===== src/rtl/pipe_elastic_stage.sv =====
// pipe_elastic_stage
//
// Generic elastic pipeline stage register for the RISC-V pipeline. It replaces
// the fixed IF/ID, ID/EX, EX/MEM and MEM/WB buffer structs. The packed stage
// struct travels as a flat WIDTH-bit payload.
//
// The stage holds up to two entries: a head register (main) and a skid
// register. The head drives out_data. The skid register absorbs one extra beat,
// so in_ready depends only on registered state and reset, and never on
// out_ready.
//
// Parameters
//   WIDTH  payload width; set it to $bits of the stage struct.
//   BUBBLE payload shown on out_data when the stage is empty or flushed.
//
// Ports
//   clk        rising-edge clock.
//   reset      synchronous, active-high; drops all entries.
//   flush      synchronous squash of all held entries (redirect).
//   in_valid   upstream offers in_data.
//   in_ready   stage can accept this cycle.
//   in_data    upstream payload.
//   out_valid  out_data holds a live entry.
//   out_ready  downstream consumes this cycle.
//   out_data   head-entry payload.
//   count      number of entries held (0, 1 or 2).
//
// Optional build macro PIPE_ELASTIC_STATS_EN adds two outputs:
//   stall_cycles [31:0]  cycles with out_valid & !out_ready; wraps.
//   flush_drops  [15:0]  entries discarded by flushes; saturates.
module pipe_elastic_stage #(
  parameter int               WIDTH  = 32,
  parameter logic [WIDTH-1:0] BUBBLE = '0
) (
  input  logic             clk,
  input  logic             reset,
  input  logic             flush,
  input  logic             in_valid,
  output logic             in_ready,
  input  logic [WIDTH-1:0] in_data,
  output logic             out_valid,
  input  logic             out_ready,
  output logic [WIDTH-1:0] out_data,
  output logic [1:0]       count
`ifdef PIPE_ELASTIC_STATS_EN
  ,
  output logic [31:0]      stall_cycles,
  output logic [15:0]      flush_drops
`endif
);

  // The state encoding equals the number of entries held.
  typedef enum logic [1:0] {
    EMPTY = 2'd0,
    BUSY  = 2'd1,
    FULL  = 2'd2
  } state_t;

  state_t           state, state_nxt;
  logic [WIDTH-1:0] main_data, main_nxt;
  logic [WIDTH-1:0] skid_data, skid_nxt;
  logic             in_fire, out_fire;

  assign in_ready  = (state != FULL) & ~reset;
  assign out_valid = (state != EMPTY);
  assign out_data  = main_data;
  assign count     = state;
  assign in_fire   = in_valid & in_ready;
  assign out_fire  = out_valid & out_ready;

  always_comb begin
    state_nxt = state;
    main_nxt  = main_data;
    skid_nxt  = skid_data;
    if (flush) begin
      // A head that out-fires this cycle has already been taken downstream.
      // Discarding everything is therefore correct, including any in-fire.
      state_nxt = EMPTY;
      main_nxt  = BUBBLE;
      skid_nxt  = BUBBLE;
    end else begin
      case (state)
        EMPTY: begin
          if (in_fire) begin
            state_nxt = BUSY;
            main_nxt  = in_data;
          end
        end
        BUSY: begin
          if (in_fire && out_fire) begin
            main_nxt = in_data;
          end else if (in_fire) begin
            state_nxt = FULL;
            skid_nxt  = in_data;
          end else if (out_fire) begin
            state_nxt = EMPTY;
            main_nxt  = BUBBLE;
          end
        end
        FULL: begin
          // in_ready is low here, so only the drain side can move.
          if (out_fire) begin
            state_nxt = BUSY;
            main_nxt  = skid_data;
            skid_nxt  = BUBBLE;
          end
        end
        default: begin
          state_nxt = EMPTY;
          main_nxt  = BUBBLE;
          skid_nxt  = BUBBLE;
        end
      endcase
    end
  end

  always_ff @(posedge clk) begin
    if (reset) begin
      state     <= EMPTY;
      main_data <= BUBBLE;
      skid_data <= BUBBLE;
    end else begin
      state     <= state_nxt;
      main_data <= main_nxt;
      skid_data <= skid_nxt;
    end
  end

`ifdef PIPE_ELASTIC_STATS_EN
  logic [1:0]  drop_n;
  logic [16:0] drop_sum;

  // An entry that out-fires during a flush is delivered, so it is not a drop.
  always_comb begin
    drop_n   = count - {1'b0, out_fire};
    drop_sum = {1'b0, flush_drops} + {15'd0, drop_n};
  end

  always_ff @(posedge clk) begin
    if (reset) begin
      stall_cycles <= 32'd0;
      flush_drops  <= 16'd0;
    end else begin
      if (out_valid && !out_ready) stall_cycles <= stall_cycles + 32'd1;
      if (flush) flush_drops <= drop_sum[16] ? 16'hFFFF : drop_sum[15:0];
    end
  end
`endif

endmodule


===== config.mk =====
export PLATFORM = sky130hd
export DESIGN_NAME = pipe_elastic_stage
export DESIGN_NICKNAME = d
export VERILOG_FILES = /design/src/rtl/pipe_elastic_stage.sv
export SDC_FILE = /design/constraint.sdc
export NUM_CORES = 1
export LEC_CHECK = 0
export ABC_AREA = 1
export CAP_MARGIN = 10
export CORE_UTILIZATION = 40
export CTS_BUF_LIST = sky130_fd_sc_hd__clkbuf_4
export DETAILED_ROUTE_END_ITERATION = 6
export PLACE_DENSITY = 0.68
export RECOVER_POWER = 25
export REMOVE_ABC_BUFFERS = 1
export SLEW_MARGIN = 20
export SYNTH_ARGS = -nofsm -noshare
export SYNTH_HDL_FRONTEND = slang
export SYNTH_SLANG_ARGS = --single-unit
export TNS_END_PERCENT = 50

===== constraint.sdc =====
create_clock -name clk -period 1.6 [get_ports clk]
set_clock_uncertainty 0.2 [all_clocks]
set_input_delay 0.32 -clock clk [delete_from_list [all_inputs] [get_ports clk]]
set_output_delay 0.32 -clock clk [all_outputs]
set_load 0.02 [all_outputs]

==> impl_metrics.ini, run 1 <==
[floorplanning]
die-area_um2 = 9090
die-height_um = 95.4
io_pins = 73
dieWidth_um = 95.4
start_util = 0.418
coreArea_um2 = 8340
num_rows = 33

[timing]
finalHoldViolations = 0
layout_setup_ws_ns = -0.0314
tightest_slew_ns = 0.393
timing.hold.ws_ns = 0.252
setup_viol = 19
fmax_mhz = 613
slew_headroom = 0.737
fin_crit_ns = 1.63
rsz0062_at_grt = yes
post-route-period-util = 1.02
maxSlewViolCount = 0

[setup_path]
end_kind = register
cp-start-kind = register
r2r-start = count[1]
ff2ff_path_depth = 9
cp_num_buf_inv = 3
crit_slowest_cell = dfxtp_2
worstPathCellList = buf_6 -> nand2_4 -> nand3_4 -> nand2_2 -> nand2_4 -> clkinv_8 -> clkbuf_16 -> nand2_2 -> a21oi_2
rr_endpoint = out_data[3]
r2r_setup_slack_ns = -0.03
cpPeakStageDelay_ns = 0.35
critPathRequiredTime_ns = 1.75
critPathMaxFanout = 7
crit_type = register to register
critPathTopFamily = simple AND/OR/NAND/NOR gates
crit_start = count[1]
worstPathArrival_ns = 1.78

[detailed_routing]
drtIter0Drc = 171
viasPerCell = 4.87
finalWirelength_mm = 9.64
avgRoutedWirePerCell_um = 13.0
dr_total_vias = 3609
ant_nets = 0
drc = 0
firstDrtPassIters = 4

[layout]
fillerInstances = 787
drive_gt1_frac = 0.288
nets = 669
diodes = 0
syn2layout_area_growth_pct = 42.3
utilization = 0.595

[logic_synthesis]
synthFlopType = dfxtp_1
yosys-top-cells-count = nand2_1 (178), inv_1 (92), dfxtp_1 (66)
synth_area_um2 = 3490
ys_types = 20
synth_edf_count = 0
ys_warn_count = 0
synthTopCellsByArea = dfxtp_1 (38%), nand2_1 (19%), inv_1 (9.9%), o21ai_0 (8.5%), a21oi_1 (6.7%)
yosysTopAreaCellShare = 0.379
syn-mean-instance-area_um2 = 6.44
syn_inst = 541
synth_area_leader_cell = dfxtp_1
synth_seq_area_share = 0.379
ys_ff_latch = 66
async_flop_share = 0
synth.most_common_cell = nand2_1

[cts]
clock_latency_ns = 0.41
hold_buffers = 0
clk_pin_slew_ns = 0.11
cts_root_buffer = clkbuf_4
clockBufferDepth = 2
cts_tree = built
h-tree-depth = 3
cts_buffers = 9
cts_num_sinks = 66

[global_routing]
grt_pass1_vias = 3251
grt_overflow = 0
grt_antenna_before_repair = 0
grt_max_degree = 27
grt_usage = 0.207
grt_pass1_wl_mm = 14.4

[worst_hold_path]
min_path_cells = 2
hold_path_class = register to register
hold_start = skid_data[26]
hold_end = skid_data[26]

[power_and_ir_drop]
p_leak_nw = 2.19
cellPowerDensity_nw_per_um2 = 693
ir_drop_mv = 0.319

[run_status]
violations = setup timing
status = finished with violations

[placed_design]
io_buffer_count = 72
hpwl_mm = 6.02
gp_congestion = 0.761

[run]
maxCapViolCount = 0
report_power, final:
group	switching, mW	leakage, nW	internal (mW)	total, mW
clock network	0.581	0.0741	0.494	1.08
logic	0.367	1.58	0.305	0.672
registers	0.0153	0.535	1.67	1.69
cells by family (layout without fill, tap and decap cells):
| family | count (synthesis) | after routing | share of synthesized area |
|---|---|---|---|
| AOI/OAI and AO/OA | 126 | 126 | 0.202 |
| buffers and inverters | 125 | 220 | 0.157 |
| DFF | 66 | 66 | 0.379 |
| and+or+nand+nor | 224 | 224 | 0.262 |
final cells by class:
cell class	count	area, µm²	share of cell area
inverters	96	378	0.0762
clock inverters	4	43.8	0.00883
clock buffers	11	82.6	0.0166
well taps	105	131	0.0265
multi-input cells	350	1870	0.377
repair buffers	109	1130	0.228
flip-flops and latches	66	1330	0.267
worst reg2reg max path, cell delays in order (launching register included):
cell and delay [ns]:
dfxtp_2 0.35, buf_6 0.14, nand2_4 0.08, nand3_4 0.13, nand2_2 0.13, nand2_4 0.10, clkinv_8 0.10, clkbuf_16 0.17
nand2_2 0.06, a21oi_2 0.12
worst max-delay path by stage:
stage	to	slack, ns	cells past startpoint
global placement	in_ready	-0.39	3
CTS	in_ready	-0.06	4
finish	out_data[3]	-0.03	9
global route	out_data[8]	-0.10	9
floorplan	out_data[0]	-0.71	6
detailed placement	skid_data[14]	-0.42	8
registers in the layout, indices dropped and copies added (netlist names):
register   count
out_data      32
skid_data     32
count          2
metal layers:
layer | vias up | wire length, µm | GRT usage | part of all wire
met4 | 0 | 100 | 0.0720 | 0.010
met2 | 105 | 4690 | 0.360 | 0.49
li1 | 1837 | - | - | -
met1 | 1659 | 4210 | 0.245 | 0.44
met5 | - | 0 | 0 | 0
met3 | 8 | 642 | 0.0534 | 0.067
stage by stage:
stage	setup TNS, ns	power [mW]	std cells	setup slack, ns	cell area, µm²
floorplan	-39.79	2.00	512	-0.710	3300
global placement	-21.29	2.28	720	-0.389	4490
detailed placement	-22.74	2.29	720	-0.418	4490
CTS	-0.0596	3.36	735	-0.0596	4650
global route	-3.59	3.59	741	-0.101	4960
finish	-0.339	3.44	741	-0.0314	4960
what timing repair did:
item / in CTS / in global routing
setup buffers: 0 / 2
setup endpoints to repair: 95 / 85
gates cloned: 0 / 4
resized for setup: 113 / 135
pin swaps: 0 / 9
cells in the final DEF, fill, tap and decap left out, types with 2 or more instances in the layout:
cell type / netlist / routed
nand2_2: 3 / 39
inv_1: 92 / 91
o21ai_1: 0 / 18
buf_12: 0 / 9
clkbuf_2: 0 / 5
a21oi_2: 19 / 27
nand2_1: 178 / 130
inv_4: 1 / 2
buf_8: 0 / 3
buf_4: 3 / 18
nor2_4: 0 / 2
nor2_1: 35 / 24
dfxtp_1: 66 / 64
nor2_2: 2 / 11
clkinv_2: 0 / 2
clkdlybuf4s50_1: 0 / 36
clkdlybuf4s15_2: 0 / 13
a21oi_1: 47 / 39
buf_2: 10 / 5
nand2_4: 3 / 15
inv_2: 3 / 2
clkbuf_1: 9 / 9
clkbuf_16: 0 / 4
o21ai_0: 59 / 40
buf_6: 7 / 7
clkbuf_4: 0 / 11
Note: power is estimated with default switching activity, not from simulation.
==> run 2, diff against run 1 <==
--- a/config.mk
+++ b/config.mk
@@ -7,10 +7,13 @@
 export LEC_CHECK = 0
 export ABC_AREA = 1
 export CAP_MARGIN = 10
-export CORE_UTILIZATION = 40
+export CELL_PAD_IN_SITES_DETAIL_PLACEMENT = 0
+export CELL_PAD_IN_SITES_GLOBAL_PLACEMENT = 1
+export CORE_UTILIZATION = 33
 export CTS_BUF_LIST = sky130_fd_sc_hd__clkbuf_4
 export DETAILED_ROUTE_END_ITERATION = 6
-export PLACE_DENSITY = 0.68
+export GPL_ROUTABILITY_DRIVEN = 0
+export PLACE_DENSITY_LB_ADDON = 0.1
 export RECOVER_POWER = 25
 export REMOVE_ABC_BUFFERS = 1
 export SLEW_MARGIN = 20
==> run 2 against run 1 <==
Effect of this change:
- the run still ends with setup timing left
- count of clock-buffer cells in the layout is the same
- non-clock buffer count grew 11
- cell area grew 2.7%
- register-to-register slack lost 0.03 ns
- power grew 0.52%
- combinational power shrank 3.3%
- global-route usage shrank 1.7 points
- first-iteration DRC count shrank 7.6%
- fmax shrank 1.8%
- cell count grew 5.7%
- largest power group unchanged
==> impl_metrics.ini, run 2 (synthesis results as in run 1) <==
[power_and_ir_drop]
ir_drop_mv = 0.325
seqPwrFrac = 0.489
p_switching_mw = 0.985
p_int_mw = 2.47
cellPowerDensity_nw_per_um2 = 678
pwr-share-comb = 0.188
power.share.clock = 0.322
p_leak_nw = 2.33
swShare = 0.285

[timing]
timing.hold.ws_ns = 0.207
fmax_mhz = 602
post-route-period-util = 1.04
setup_viol = 27
slew_headroom = 0.795
fin_crit_ns = 1.66
rsz0062_at_grt = yes
maxSlewViolCount = 0
layout_setup_ws_ns = -0.0605
tns_ns = -0.544
finalHoldViolations = 0
tightest_slew_ns = 0.308

[detailed_routing]
firstDrtPassIters = 4
finalWirelength_mm = 10.7
avgRoutedWirePerCell_um = 13.6
viasPerCell = 4.61
drtIter0Drc = 158
drc = 0
dr_total_vias = 3613
ant_nets = 0

[run_status]
violations = setup timing
status = finished with violations

[floorplanning]
num_rows = 37
start_util = 0.339
die-height_um = 105
coreArea_um2 = 10300
io_pins = 73
dieWidth_um = 105
die-area_um2 = 11000

[cts]
cts_root_buffer = clkbuf_4
clock_latency_ns = 0.43
h-tree-depth = 3
clk_pin_slew_ns = 0.11
cts_buffers = 9
cts_num_sinks = 66
clockBufferDepth = 2
hold_buffers = 0
cts_tree = built

[worst_hold_path]
min_path_cells = 3
hold_start = out_ready
hold_path_class = input pin to register
hold_end = count[0]

[setup_path]
rr_endpoint = out_data[4]
critPathTopFamily = simple AND/OR/NAND/NOR gates
r2r_setup_slack_ns = -0.06
cp-start-kind = register
r2r-start = count[1]
end_kind = register
cp_num_buf_inv = 3
critPathMaxFanout = 21
ff2ff_path_depth = 9
crit_top_cell = nand2_2
crit_type = register to register
crit_slowest_cell = dfxtp_2
cpPeakStageDelay_ns = 0.35
critPathRequiredTime_ns = 1.78
worstPathCellList = inv_4 -> buf_4 -> nand2_1 -> buf_12 -> nor2_1 -> nand2_4 -> nand2_2 -> nand2_2 -> a21oi_2
worstPathArrival_ns = 1.84

[global_routing]
grt_max_degree = 41
grt_antenna_before_repair = 0
grt_usage = 0.190
grt_pass1_vias = 3330
grt_pass1_wl_mm = 16.4
grt_overflow = 0

[layout]
fillerInstances = 1064
layout_common_cells = nand2_1 (150), inv_1 (91), dfxtp_1 (62)
nets = 680
syn2layout_area_growth_pct = 46.2
multiInputGateArea_um2 = 1820
final_common_cell = nand2_1
ff_latch_area_um2 = 1330
drive_gt1_frac = 0.281
diodes = 0

[placed_design]
hpwl_mm = 6.31
io_buffer_count = 72

[run]
maxCapViolCount = 0
-- run 2: layout make-up --
type	instances	area share
clock inverters	4	0.00859
well taps	136	0.0334
inverters	96	0.0746
flip-flops and latches	66	0.261
repair buffers	120	0.248
clock buffers	11	0.0162
multi-input cells	350	0.358
-- run 2: routing by layer --
metal,vias to the layer above,part of all wire,track usage
met1,1680,0.48,0.252
met2,67,0.47,0.308
met5,-,0,0
met4,0,0.012,0.0634
met3,10,0.032,0.0381
li1,1856,-,-
-- run 2: how the worst max path moves through the flow --
stage,start,end,slack [ns],depth (start not counted)
floorplan,count[0],out_data[0],-0.71,6
global placement,reset,in_ready,-0.41,3
detailed placement,reset,in_ready,-0.41,3
CTS,count[0],in_ready,-0.06,3
global route,count[1],out_data[4],-0.14,9
finish,count[1],out_data[4],-0.06,9
-- run 2: power by group through the flow --
stage / registers [mW] / clock network [mW] / logic [mW]
after detailed placement: 1.73 / 0 / 0.581
after global routing: 1.69 / 1.24 / 0.714
after CTS: 1.69 / 1.16 / 0.597
after global placement: 1.73 / 0 / 0.580
after floorplan: 1.75 / 0 / 0.249
final: 1.69 / 1.11 / 0.650
-- run 2: per-stage QoR --
stage                     setup slack [ns]  utilization  power (mW)  cells  cell area (µm²)
after floorplan                     -0.710            -        2.00    512             3300
after global placement              -0.405        0.443        2.31    754             4550
after detailed placement            -0.414        0.443        2.31    754             4550
after CTS                          -0.0648        0.467        3.44    771             4800
after global routing                -0.145        0.496        3.65    783             5100
final                              -0.0605        0.496        3.45    783             5100
-- run 2: worst min-delay path, cell delays in order --
cell and delay, ns:
dlymetal6s2s_1 0.21, o21ai_1 0.20, a21oi_1 0.07
-- run 2: what timing repair did --
action                                  CTS  global route
endpoints found under the setup margin   97            91
gates resized for setup                 149           101
pin swaps                                 1            23
gates cloned                              1             6
setup buffers                             1             6
==> run 3, diff against run 2 <==
--- a/config.mk
+++ b/config.mk
@@ -16,7 +16,8 @@
 export PLACE_DENSITY_LB_ADDON = 0.1
 export RECOVER_POWER = 25
 export REMOVE_ABC_BUFFERS = 1
-export SLEW_MARGIN = 20
+export SKIP_CTS_REPAIR_TIMING = 1
+export SKIP_LAST_GASP = 1
 export SYNTH_ARGS = -nofsm -noshare
 export SYNTH_HDL_FRONTEND = slang
 export SYNTH_SLANG_ARGS = --single-unit
==> run 3 against run 2 <==
Effect of this change:
- the flow still finishes with violations (setup timing)
- wire length down 1.9%
- sequential cell count unchanged
- first-iteration DRC count up 8.2%
- critical path type is now register to primary output
- core utilization up 1.0 points
- register-to-register slack better by 0.03 ns
- largest cell class unchanged
- cell area up 2.0%
- clock power about the same
- cell count up 0.51%
==> impl_metrics.ini, run 3 (synthesis results as in run 1) <==
[run_status]
status = finished with violations
violations = setup timing

[timing]
fmax_mhz = 586
fin_crit_ns = 1.71
maxSlewViolCount = 0
setup_viol = 28
timing.hold.ws_ns = 0.235
rsz0062_at_grt = yes
slew_headroom = 0.788
layout_setup_ws_ns = -0.107
post-route-period-util = 1.07
finalHoldViolations = 0
tightest_slew_ns = 0.318

[floorplanning]
die-height_um = 105
io_pins = 73
coreArea_um2 = 10300
die-area_um2 = 11000
start_util = 0.339
num_rows = 37
dieWidth_um = 105

[cts]
cts_buffers = 9
clock_latency_ns = 0.41
clockBufferDepth = 2
clk_pin_slew_ns = 0.10
cts_root_buffer = clkbuf_4
cts_num_sinks = 66
h-tree-depth = 3
cts_tree = built

[setup_path]
end_kind = primary output
critPathMaxFanout = 3
critPathRequiredTime_ns = 1.08
crit_type = register to primary output
worstPathArrival_ns = 1.19
cp-start-kind = register

[global_routing]
grt_max_degree = 41
grt_usage = 0.186
grt_pass1_wl_mm = 16.0
grt_antenna_before_repair = 0
grt_pass1_vias = 3257
grt_overflow = 0

[placed_design]
dp_worst_setup_slack_ns = -0.414
hpwl_mm = 6.31
io_buffer_count = 72
place_area_um2 = 4550
placed_cells = 754

[power_and_ir_drop]
cellPowerDensity_nw_per_um2 = 664
ir_drop_mv = 0.320
pwr-share-comb = 0.195
swShare = 0.278
power.share.clock = 0.317
p_switching_mw = 0.961
seqPwrFrac = 0.489
p_leak_nw = 2.79
p_int_mw = 2.49

[detailed_routing]
viasPerCell = 4.56
drtIter0Drc = 171
firstDrtPassIters = 4
avgRoutedWirePerCell_um = 13.3
ant_nets = 0
drc = 0
dr_total_vias = 3586
finalWirelength_mm = 10.5

[layout]
layout_common_cells = nand2_1 (170), inv_1 (91), dfxtp_1 (64)
final_common_cell = nand2_1
nets = 684
final_area_um2 = 5200
diodes = 0
drive_gt1_frac = 0.195
syn2layout_area_growth_pct = 49.1
stdcell_count = 787

[run]
maxCapViolCount = 0

[worst_hold_path]
hold_path_class = input pin to register
==> run 3: power by group through the flow <==
stage	Sequential, mW	Clock, mW	Combinational, mW
after floorplan	1.75	0	0.249
after global placement	1.73	0	0.580
after detailed placement	1.73	0	0.581
after CTS	1.69	1.16	0.584
after global routing	1.69	1.23	0.738
final	1.69	1.09	0.672
==> run 3: worst paths after layout <==
kind                                    from            to  slack [ns]  cells past startpoint
worst max-delay path                count[1]      in_ready       -0.11                      4
worst min-delay path               out_ready      count[0]        0.23                      3
worst max register to register      count[0]  out_data[11]       -0.03                     10
worst min register to register  skid_data[3]  skid_data[3]        0.25                      2
==> run 3: per-layer routing <==
metal / share of wire / track usage / vias to the layer above
li1: - / - / 1873
met1: 0.49 / 0.247 / 1653
met3: 0.028 / 0.0387 / 11
met4: 0.011 / 0.0634 / 0
met2: 0.47 / 0.298 / 49
met5: 0 / 0 / -
==> run 3: area by class of cell <==
| cell class | instances | area [µm²] |
|---|---|---|
| Multi-Input combinational cell | 350 | 1730 |
| Sequential cell | 66 | 1330 |
| Timing Repair Buffer | 124 | 1470 |
| Tap cell | 136 | 170 |
| Clock inverter | 4 | 43.8 |
| Inverter | 96 | 380 |
| Clock buffer | 11 | 82.6 |
| Fill cell | 1045 | 5080 |
==> run 3: metrics by stage <==
stage                util  setup TNS, ns  power [mW]
detailed placement  0.443         -23.09        2.31
finish              0.506         -0.486        3.45
floorplan               -         -39.79        2.00
CTS                 0.455         -16.87        3.43
global placement    0.443         -22.74        2.31
global route        0.506          -4.45        3.66
==> run 3: worst max-delay path, stage by stage (launching register included) <==
cell            delay (ns)
dfxtp_2               0.34
inv_2                 0.08
nor2_2                0.05
nor2_1                0.08
dlymetal6s2s_1        0.23
